File: config.mk
export PLATFORM = sky130hd
export DESIGN_NAME = mem_arbiter
export DESIGN_NICKNAME = d
export VERILOG_FILES = /design/src/rtl/mem_arbiter.sv
export SDC_FILE = /design/constraint.sdc
export NUM_CORES = 1
export LEC_CHECK = 0
export BUFFER_PORTS_ARGS = -buffer_cell sky130_fd_sc_hd__buf_2
export CAP_MARGIN = 20
export CORE_MARGIN = 2
export CORE_UTILIZATION = 45
export DETAILED_ROUTE_END_ITERATION = 16
export PLACE_DENSITY_LB_ADDON = 0.12
export SLEW_MARGIN = 10
export SYNTH_ARGS = -nofsm -noshare
export SYNTH_HDL_FRONTEND = slang
export SYNTH_SLANG_ARGS = --single-unit
File: constraint.sdc
create_clock -name clk -period 2.1 [get_ports clk]
set_input_delay 0.21 -clock clk [delete_from_list [all_inputs] [get_ports clk]]
set_output_delay 0.21 -clock clk [all_outputs]
set_load 0.005 [all_outputs]
File: src/rtl/mem_arbiter.sv
// -----------------------------------------------------------------------------
// mem_arbiter
//   Shares a single external bus between an instruction-fetch port and a
//   load/store port. One access is in flight at a time. Ties between the two
//   ports alternate, starting with the data port after reset. An access that
//   sees no bus_ack for TIMEOUT strobe cycles is completed with bus_error.
//   Every output comes straight from a register.
//
// Ports
//   clk, rst            : clock, synchronous active-high reset
//   inst_*              : fetch request (address, req, translation fault),
//                         read data, and a done pulse
//   data_*              : load/store request (address, req, fault, we,
//                         byte lanes, write data), read data, and a done pulse
//   bus_error           : pulses together with a done when that access timed out
//   bus_address/read/write/byte_sel/wdata : bus master outputs
//   bus_rdata, bus_ack  : bus slave responses
// -----------------------------------------------------------------------------
module mem_arbiter #(
  parameter int unsigned TIMEOUT = 255  // legal range 1..255
) (
  input  logic        clk,
  input  logic        rst,
  input  logic [31:0] inst_address,
  input  logic        inst_req,
  input  logic        inst_exp,
  input  logic [31:0] data_address,
  input  logic        data_req,
  input  logic        data_exp,
  input  logic        data_we,
  input  logic [3:0]  data_byte_sel,
  input  logic [31:0] data_wdata,
  output logic [31:0] inst_rdata,
  output logic        inst_done,
  output logic [31:0] data_rdata,
  output logic        data_done,
  output logic        bus_error,
  output logic [31:0] bus_address,
  output logic        bus_read,
  output logic        bus_write,
  output logic [3:0]  bus_byte_sel,
  output logic [31:0] bus_wdata,
  input  logic [31:0] bus_rdata,
  input  logic        bus_ack
);

  typedef enum logic [1:0] {IDLE, ACC, RESP} state_t;
  typedef enum logic {GNT_INST, GNT_DATA} gnt_t;

  // Compared against a 9-bit incremented count so TIMEOUT = 255 cannot wrap.
  localparam logic [8:0] TIMEOUT_W = 9'(TIMEOUT);

  state_t      state, state_d;
  gnt_t        grant, grant_d;
  gnt_t        last_grant, last_grant_d;
  logic        we_q, we_d;
  logic [7:0]  count, count_d;
  logic [8:0]  count_inc;
  logic        iq, dq, pick_data;

  logic [31:0] inst_rdata_d, data_rdata_d, bus_address_d, bus_wdata_d;
  logic [3:0]  bus_byte_sel_d;
  logic        inst_done_d, data_done_d, bus_error_d, bus_read_d, bus_write_d;

  assign iq        = inst_req & ~inst_exp;
  assign dq        = data_req & ~data_exp;
  // Data wins when it is alone, or on a tie when inst was granted last.
  assign pick_data = dq & (~iq | (last_grant == GNT_INST));
  assign count_inc = {1'b0, count} + 9'd1;

  always_comb begin
    // NOTE: every signal gets a default before the case so no path can leave
    // it unassigned; that is what keeps this block free of inferred latches.
    state_d        = state;
    grant_d        = grant;
    last_grant_d   = last_grant;
    we_d           = we_q;
    count_d        = count;
    inst_rdata_d   = inst_rdata;
    data_rdata_d   = data_rdata;
    bus_address_d  = bus_address;
    bus_byte_sel_d = bus_byte_sel;
    bus_wdata_d    = bus_wdata;
    inst_done_d    = 1'b0;
    data_done_d    = 1'b0;
    bus_error_d    = 1'b0;
    bus_read_d     = 1'b0;
    bus_write_d    = 1'b0;

    unique case (state)
      IDLE: begin
        if (iq || dq) begin
          state_d = ACC;
          count_d = '0;
          if (pick_data) begin
            grant_d        = GNT_DATA;
            last_grant_d   = GNT_DATA;
            we_d           = data_we;
            bus_address_d  = data_address;
            bus_byte_sel_d = data_byte_sel;
            bus_wdata_d    = data_wdata;
            bus_read_d     = ~data_we;
            bus_write_d    = data_we;
          end else begin
            grant_d        = GNT_INST;
            last_grant_d   = GNT_INST;
            we_d           = 1'b0;
            bus_address_d  = inst_address;
            bus_byte_sel_d = 4'hF;
            bus_wdata_d    = '0;
            bus_read_d     = 1'b1;
          end
        end
      end

      ACC: begin
        if (bus_ack || (count_inc == TIMEOUT_W)) begin
          // Either completion or timeout: strobe drops, done fires next cycle.
          state_d     = RESP;
          bus_error_d = ~bus_ack;
          inst_done_d = (grant == GNT_INST);
          data_done_d = (grant == GNT_DATA);
          if (!we_q) begin
            if (grant == GNT_INST) inst_rdata_d = bus_ack ? bus_rdata : '0;
            else                   data_rdata_d = bus_ack ? bus_rdata : '0;
          end
        end else begin
          count_d     = count_inc[7:0];
          bus_read_d  = ~we_q;
          bus_write_d = we_q;
        end
      end

      RESP: state_d = IDLE;

      default: state_d = IDLE;
    endcase
  end

  always_ff @(posedge clk) begin
    // NOTE: sequential state uses non-blocking assignments so every register
    // samples the pre-edge value of the others, independent of statement order.
    if (rst) begin
      state        <= IDLE;
      grant        <= GNT_INST;
      last_grant   <= GNT_INST;
      we_q         <= 1'b0;
      count        <= '0;
      inst_rdata   <= '0;
      data_rdata   <= '0;
      bus_address  <= '0;
      bus_byte_sel <= '0;
      bus_wdata    <= '0;
      inst_done    <= 1'b0;
      data_done    <= 1'b0;
      bus_error    <= 1'b0;
      bus_read     <= 1'b0;
      bus_write    <= 1'b0;
    end else begin
      state        <= state_d;
      grant        <= grant_d;
      last_grant   <= last_grant_d;
      we_q         <= we_d;
      count        <= count_d;
      inst_rdata   <= inst_rdata_d;
      data_rdata   <= data_rdata_d;
      bus_address  <= bus_address_d;
      bus_byte_sel <= bus_byte_sel_d;
      bus_wdata    <= bus_wdata_d;
      inst_done    <= inst_done_d;
      data_done    <= data_done_d;
      bus_error    <= bus_error_d;
      bus_read     <= bus_read_d;
      bus_write    <= bus_write_d;
    end
  end

endmodule

# After elaboration in Yosys (flattened, before gate mapping)
# Cells that the tools add are included.
[classes] n_reduce_logical=10 order_cmp=0 addsub=1 n_div=0 muxes=19 shifts=0 multipliers=0 eq_ne=5 bitwise_logic=13
[op_table] operator="2-to-1 mux 32 bit" n=3
[op_table] operator="2-to-1 mux 8 bit" n=2
[op_table] operator="case mux 8 bit (2 select lines)" n=1
[op_table] operator="adder 8 x 1 -> 9 bit, second input constant" n=1
[op_table] operator="== test 9 x 8 -> 1 bit, second input constant" n=1
[op_table] operator="inverter 1 bit" n=9
[op_table] operator="AND reduction 4 bit" n=2
[op_table] operator="2-to-1 mux 1 bit" n=7
[op_table] operator="!= test 2 bit, second input constant" n=3
[op_table] operator="2-to-1 mux 2 bit" n=2
[op_table] operator="2-to-1 mux 4 bit" n=1
[op_table] operator="case mux 1 bit (2 select lines)" n=2
[op_table] operator="case mux 2 bit (2 select lines)" n=1
[op_table] operator="AND reduction 2 bit" n=2
[op_table] operator="AND 1 bit" n=3
[op_table] operator="AND reduction 3 bit" n=1
[op_table] operator="OR reduction 3 bit" n=1
[op_table] operator="== test 2 x 1 -> 1 bit, second input constant" n=1
[op_table] operator="zero test 2 bit" n=1
[op_table] operator="logical OR 1 bit" n=2
[op_table] operator="nonzero test 2 bit" n=1
[op_table] operator="bitwise OR 1 bit" n=1
[word_totals] regBits=149 output_inout_bits=137 elab_cells=62 inputBits=140 mem_bits_ro=0 latch_bits=0 mem_bits_rw=0 mem_count=0

# Logic depth before layout (Yosys ltp)
[logic_depth] word_depth=8 mapped_depth=8

# Least setup slack after synthesis
# No wires, ideal clock.
[synth_timing] path_kind="register -> register" start="register count[0]" end="register data_rdata[0]" setup_time_ps=117 required_time_ps=1983 path_stages_with_launch=8 setup_slack_ps=400 path_buffers=1 arrival_time_ps=1583 period_less_slack_ps=1700 cell_sequence="dfxtp_1 ha_1 xnor2_1 nor3_4 a21o_4 a21oi_4 buf_6 a32o_1"
[synth_via] elab_chain_cells=4
[synth_rtl] item="start: declaration" line="57" source="logic [7:0] count, count_d;"
[synth_rtl] item="start signal: assignment" line="164" source="count <= count_d;"
[synth_rtl] item="adder 8 x 1 -> 9 bit" line="69" source="assign count_inc = {1'b0, count} + 9'd1;"
[synth_rtl] item="== test 9 x 8 -> 1 bit" line="117" source="if (bus_ack || (count_inc == TIMEOUT_W)) begin"
[synth_rtl] item="logical OR 1 bit" line="117"
[synth_rtl] item="AND reduction 4 bit (no line)"
[synth_rtl] item="end signal: assignment" line="166" source="data_rdata <= data_rdata_d;"
[synth_rtl] item="end: declaration" line="35" source="output logic [31:0] data_rdata,"
# No other way between the ends.
# A chain may end at the register's enable or synchronous reset.

# Final worst setup path
[layout_timing] start="register count[1]" end="register inst_rdata[28]"
[layout_via] elab_chain_cells=4
[layout_rtl] item="adder 8 x 1 -> 9 bit" line="69"
[layout_rtl] item="== test 9 x 8 -> 1 bit" line="117"
[layout_rtl] item="logical OR 1 bit" line="117"
[layout_rtl] item="AND reduction 4 bit (no line)"
[layout_rtl] item="end signal: assignment" line="165" source="inst_rdata <= inst_rdata_d;"
[layout_rtl] item="end: declaration" line="33" source="output logic [31:0] inst_rdata,"
# No other way between the ends.

==> metrics.cfg <==
[pwr]
swShare_pct=22.4
p_clk_share_pct=47.0
intPower_w=0.00550
power_density_nw_per_um2=928
pwr-share-comb_pct=10.4
switchingPower_w=0.00158
vdd_ir_drop_max_mv=0.541
p_seq_share_pct=42.6
leakage_nw=3.54

[floorplan]
io_pins=277
die_x_um=114
core.rowCount=40
dieArea_um2=13100
dieHeight_um=114
start_util_pct=45.8
core-area_um2=12000

[cells_and_area]
layout_common_cells=buf_2 (276), dfxtp_1 (147), nor2_1 (74), nand2_1 (71), a32o_1 (64)
nNetsFinal=952
ff_latch_area_um2=2990
final_cells=969
multiInputGateArea_um2=2260
fin_area_um2=7620
final_layout_size_suffix_gt1_share_pct=41.8
antenna_cells=0
finalCoreUtilization_pct=63.7
area_growth_pct=39.1
n_fill_cell=993
final_common_cell=buf_2

[synth]
synth_seq_area_share_pct=54.4
synth.avg_cell_area_um2=9.93
synth_ff_type=dfxtp_1
synthAdderAreaFrac_pct=0.457
synth-compound-area-share_pct=25.9
synthesis.area_um2=5480
syn_nets=694
async_flop_share_pct=0
synth_cells=552
synth.mux.area_fraction_pct=0
synth_edf_count=0
yosysUniqueCellTypes=42
synth-seq-cells=149
yosys.area_share.simple_pct=13.8
ys.warnings.count=0
synthXorXnorAreaFrac_pct=0.457
synth_top_family_by_area=compound AO/OA/AOI/OAI gates

[hold_path]
hp-class=in2reg
hold_end=bus_byte_sel[1]
hold_path_depth=3
min_from=data_byte_sel[1]

[global_routing]
overflow=0
grt_pass1_vias=4819
antenna_found_initial=0
grt_pass1_wl_um=23200
grt_max_degree=65
grtUsageTotal_pct=22.3

[timing]
hold_viol_final=0
finalCritPeriodShare_pct=97.6
fmax_ghz=0.488
slew_violations=0
worst_pin_slew_ns=0.893
relSlewSlack_pct=40.3
setup_tns_ns=0
setup_viol=0
rsz0062_at_grt=true
finalCriticalPeriod_ns=2.05
skew_ns=0.00617
hold_slack_ns=0.0297

[critical_path]
start_kind=flip-flop
cp_slowest_stage_delay_ns=0.70
ff2ff_setup_slack_ns=0.05
rr_endpoint=inst_rdata[28]
worstPathCellList=buf_4, nand3_2, xnor2_2, a21o_4, a21oi_4, a32o_1
ff2ff_path_depth=6
crit_type=reg2reg
worst_ep_required_time_ns=2.45
critPathMaxFanout=32
end_kind=flip-flop
r2r_start=count[1]
slowest_stage=a21oi_4
cp.arrival_ns=2.40

[clocking]
htreeDepth=4
cts_num_sinks=149
clkTransAtPathRegs_ns=0.06
cts_root_buffer=clkbuf_16
cts_tree=yes
cts_buffer_depth=2
cts_buffers=17
clk_latency_ns=0.41
cts_hold_buffers=0

[route]
routedWlPerCell_um=15.7
drc=0
vias=5332
drt_iter0_drc=348
viasPerCell=5.50
dr.pass1.iters=6
wl_um=15200
final_antenna_net_count=0

[placed_design]
placed_cells=938
io_buffers=276
placed_cell_area_um2=6950
hpwl_um=10700
place.gp.congestion=0.778

[run_status]
status=finished clean

[flow_run]
max-cap-violations=0

metrics by stage:
stage / worst slack, ns / power [W]
finish: 0.0497 / 0.00708
CTS: 0.00243 / 0.00714
global route: -0.0629 / 0.00736
floorplan: 0.400 / 0.00346
global placement: -0.00683 / 0.00379
detailed placement: -0.0599 / 0.00381
cell families (layout without fill, tap and decap cells):
| kind of cell | count (synthesis) | count (layout) |
|---|---|---|
| and+or+nand+nor | 178 | 178 |
| AOI/OAI and AO/OA | 164 | 164 |
| DFF | 149 | 149 |
| buffers and inverters | 57 | 327 |
| adders and majority gates | 2 | 2 |
| xor gates and xnor gates | 2 | 2 |
sequential cells by signal (all words and copies together) (netlist names), 2 cells and up:
register      flops
bus_address      32
bus_wdata        32
data_rdata       32
inst_rdata       32
count             8
bus_byte_sel      4
state             2
per-layer routing:
layer	share of wire [%]	track usage, %	vias to the layer above
met5	0	0	-
met4	2.2	10.0	0
met3	7.4	7.25	25
met2	49	37.2	204
met1	42	26.3	2527
li1	-	-	2576
layout make-up:
cell class              instances  share of cell area (%)
flip-flops and latches        149                    39.2
inverters                       4                   0.197
well taps                     147                    2.41
repair buffers                292                    19.9
clock buffers                  22                    6.35
multi-input cells             346                    29.7
clock inverters                 9                    2.26
timing repair:
action / 4_1_cts / 5_1_grt
resized for setup: 2 / 2
setup endpoints to repair: 64 / 64
pin swaps: 1 / 34
cloned: 0 / 0
setup buffers: 0 / 0
power groups by stage:
stage	Sequential [W]	Clock [W]	Combinational (W)
5_1_grt	0.00303	0.00352	0.000815
4_1_cts	0.00301	0.00339	0.000742
2_1_floorplan	0.00308	0	0.000374
3_5_place_dp	0.00307	0	0.000740
3_3_place_gp	0.00307	0	0.000720
6_report	0.00301	0.00333	0.000737
worst max-delay path, delay by kind of cell, from the launching register on:
family | cells | cell delay [ns]
compound gates | 3 | 1.19
xor+xnor | 1 | 0.20
buf+inv | 1 | 0.13
flops | 1 | 0.34
simple gates | 1 | 0.11
worst max-delay path by stage:
stage	from	to	depth (start not counted)
after global placement	count[0]	inst_rdata[22]	6
final	count[1]	inst_rdata[28]	6
after CTS	count[2]	inst_rdata[26]	5
after global routing	count[1]	inst_rdata[5]	6
after floorplan	count[0]	data_rdata[0]	7
after detailed placement	count[0]	inst_rdata[26]	6
synth_stat cells (2+ instances only):
cell type / count / area share [%]
inv_1: 3 / 0.21
nor2b_1: 4 / 0.46
clkbuf_1: 34 / 2.3
buf_6: 6 / 1.2
a311oi_1: 34 / 5.4
a21oi_1: 13 / 1.2
nor4_1: 2 / 0.23
buf_1: 2 / 0.14
o21ai_0: 3 / 0.27
a21oi_4: 2 / 0.59
nor3_1: 4 / 0.37
ha_1: 2 / 0.46
o22ai_1: 4 / 0.46
dfxtp_1: 149 / 54
nand2b_1: 2 / 0.23
nand2_1: 71 / 4.9
a22oi_1: 32 / 4.4
and2_1: 3 / 0.34
nand3_1: 10 / 0.91
a32o_1: 64 / 12
nor2_1: 75 / 5.1
a31oi_1: 4 / 0.46
buf_2: 10 / 0.91
(Power assumes the default switching activity.)
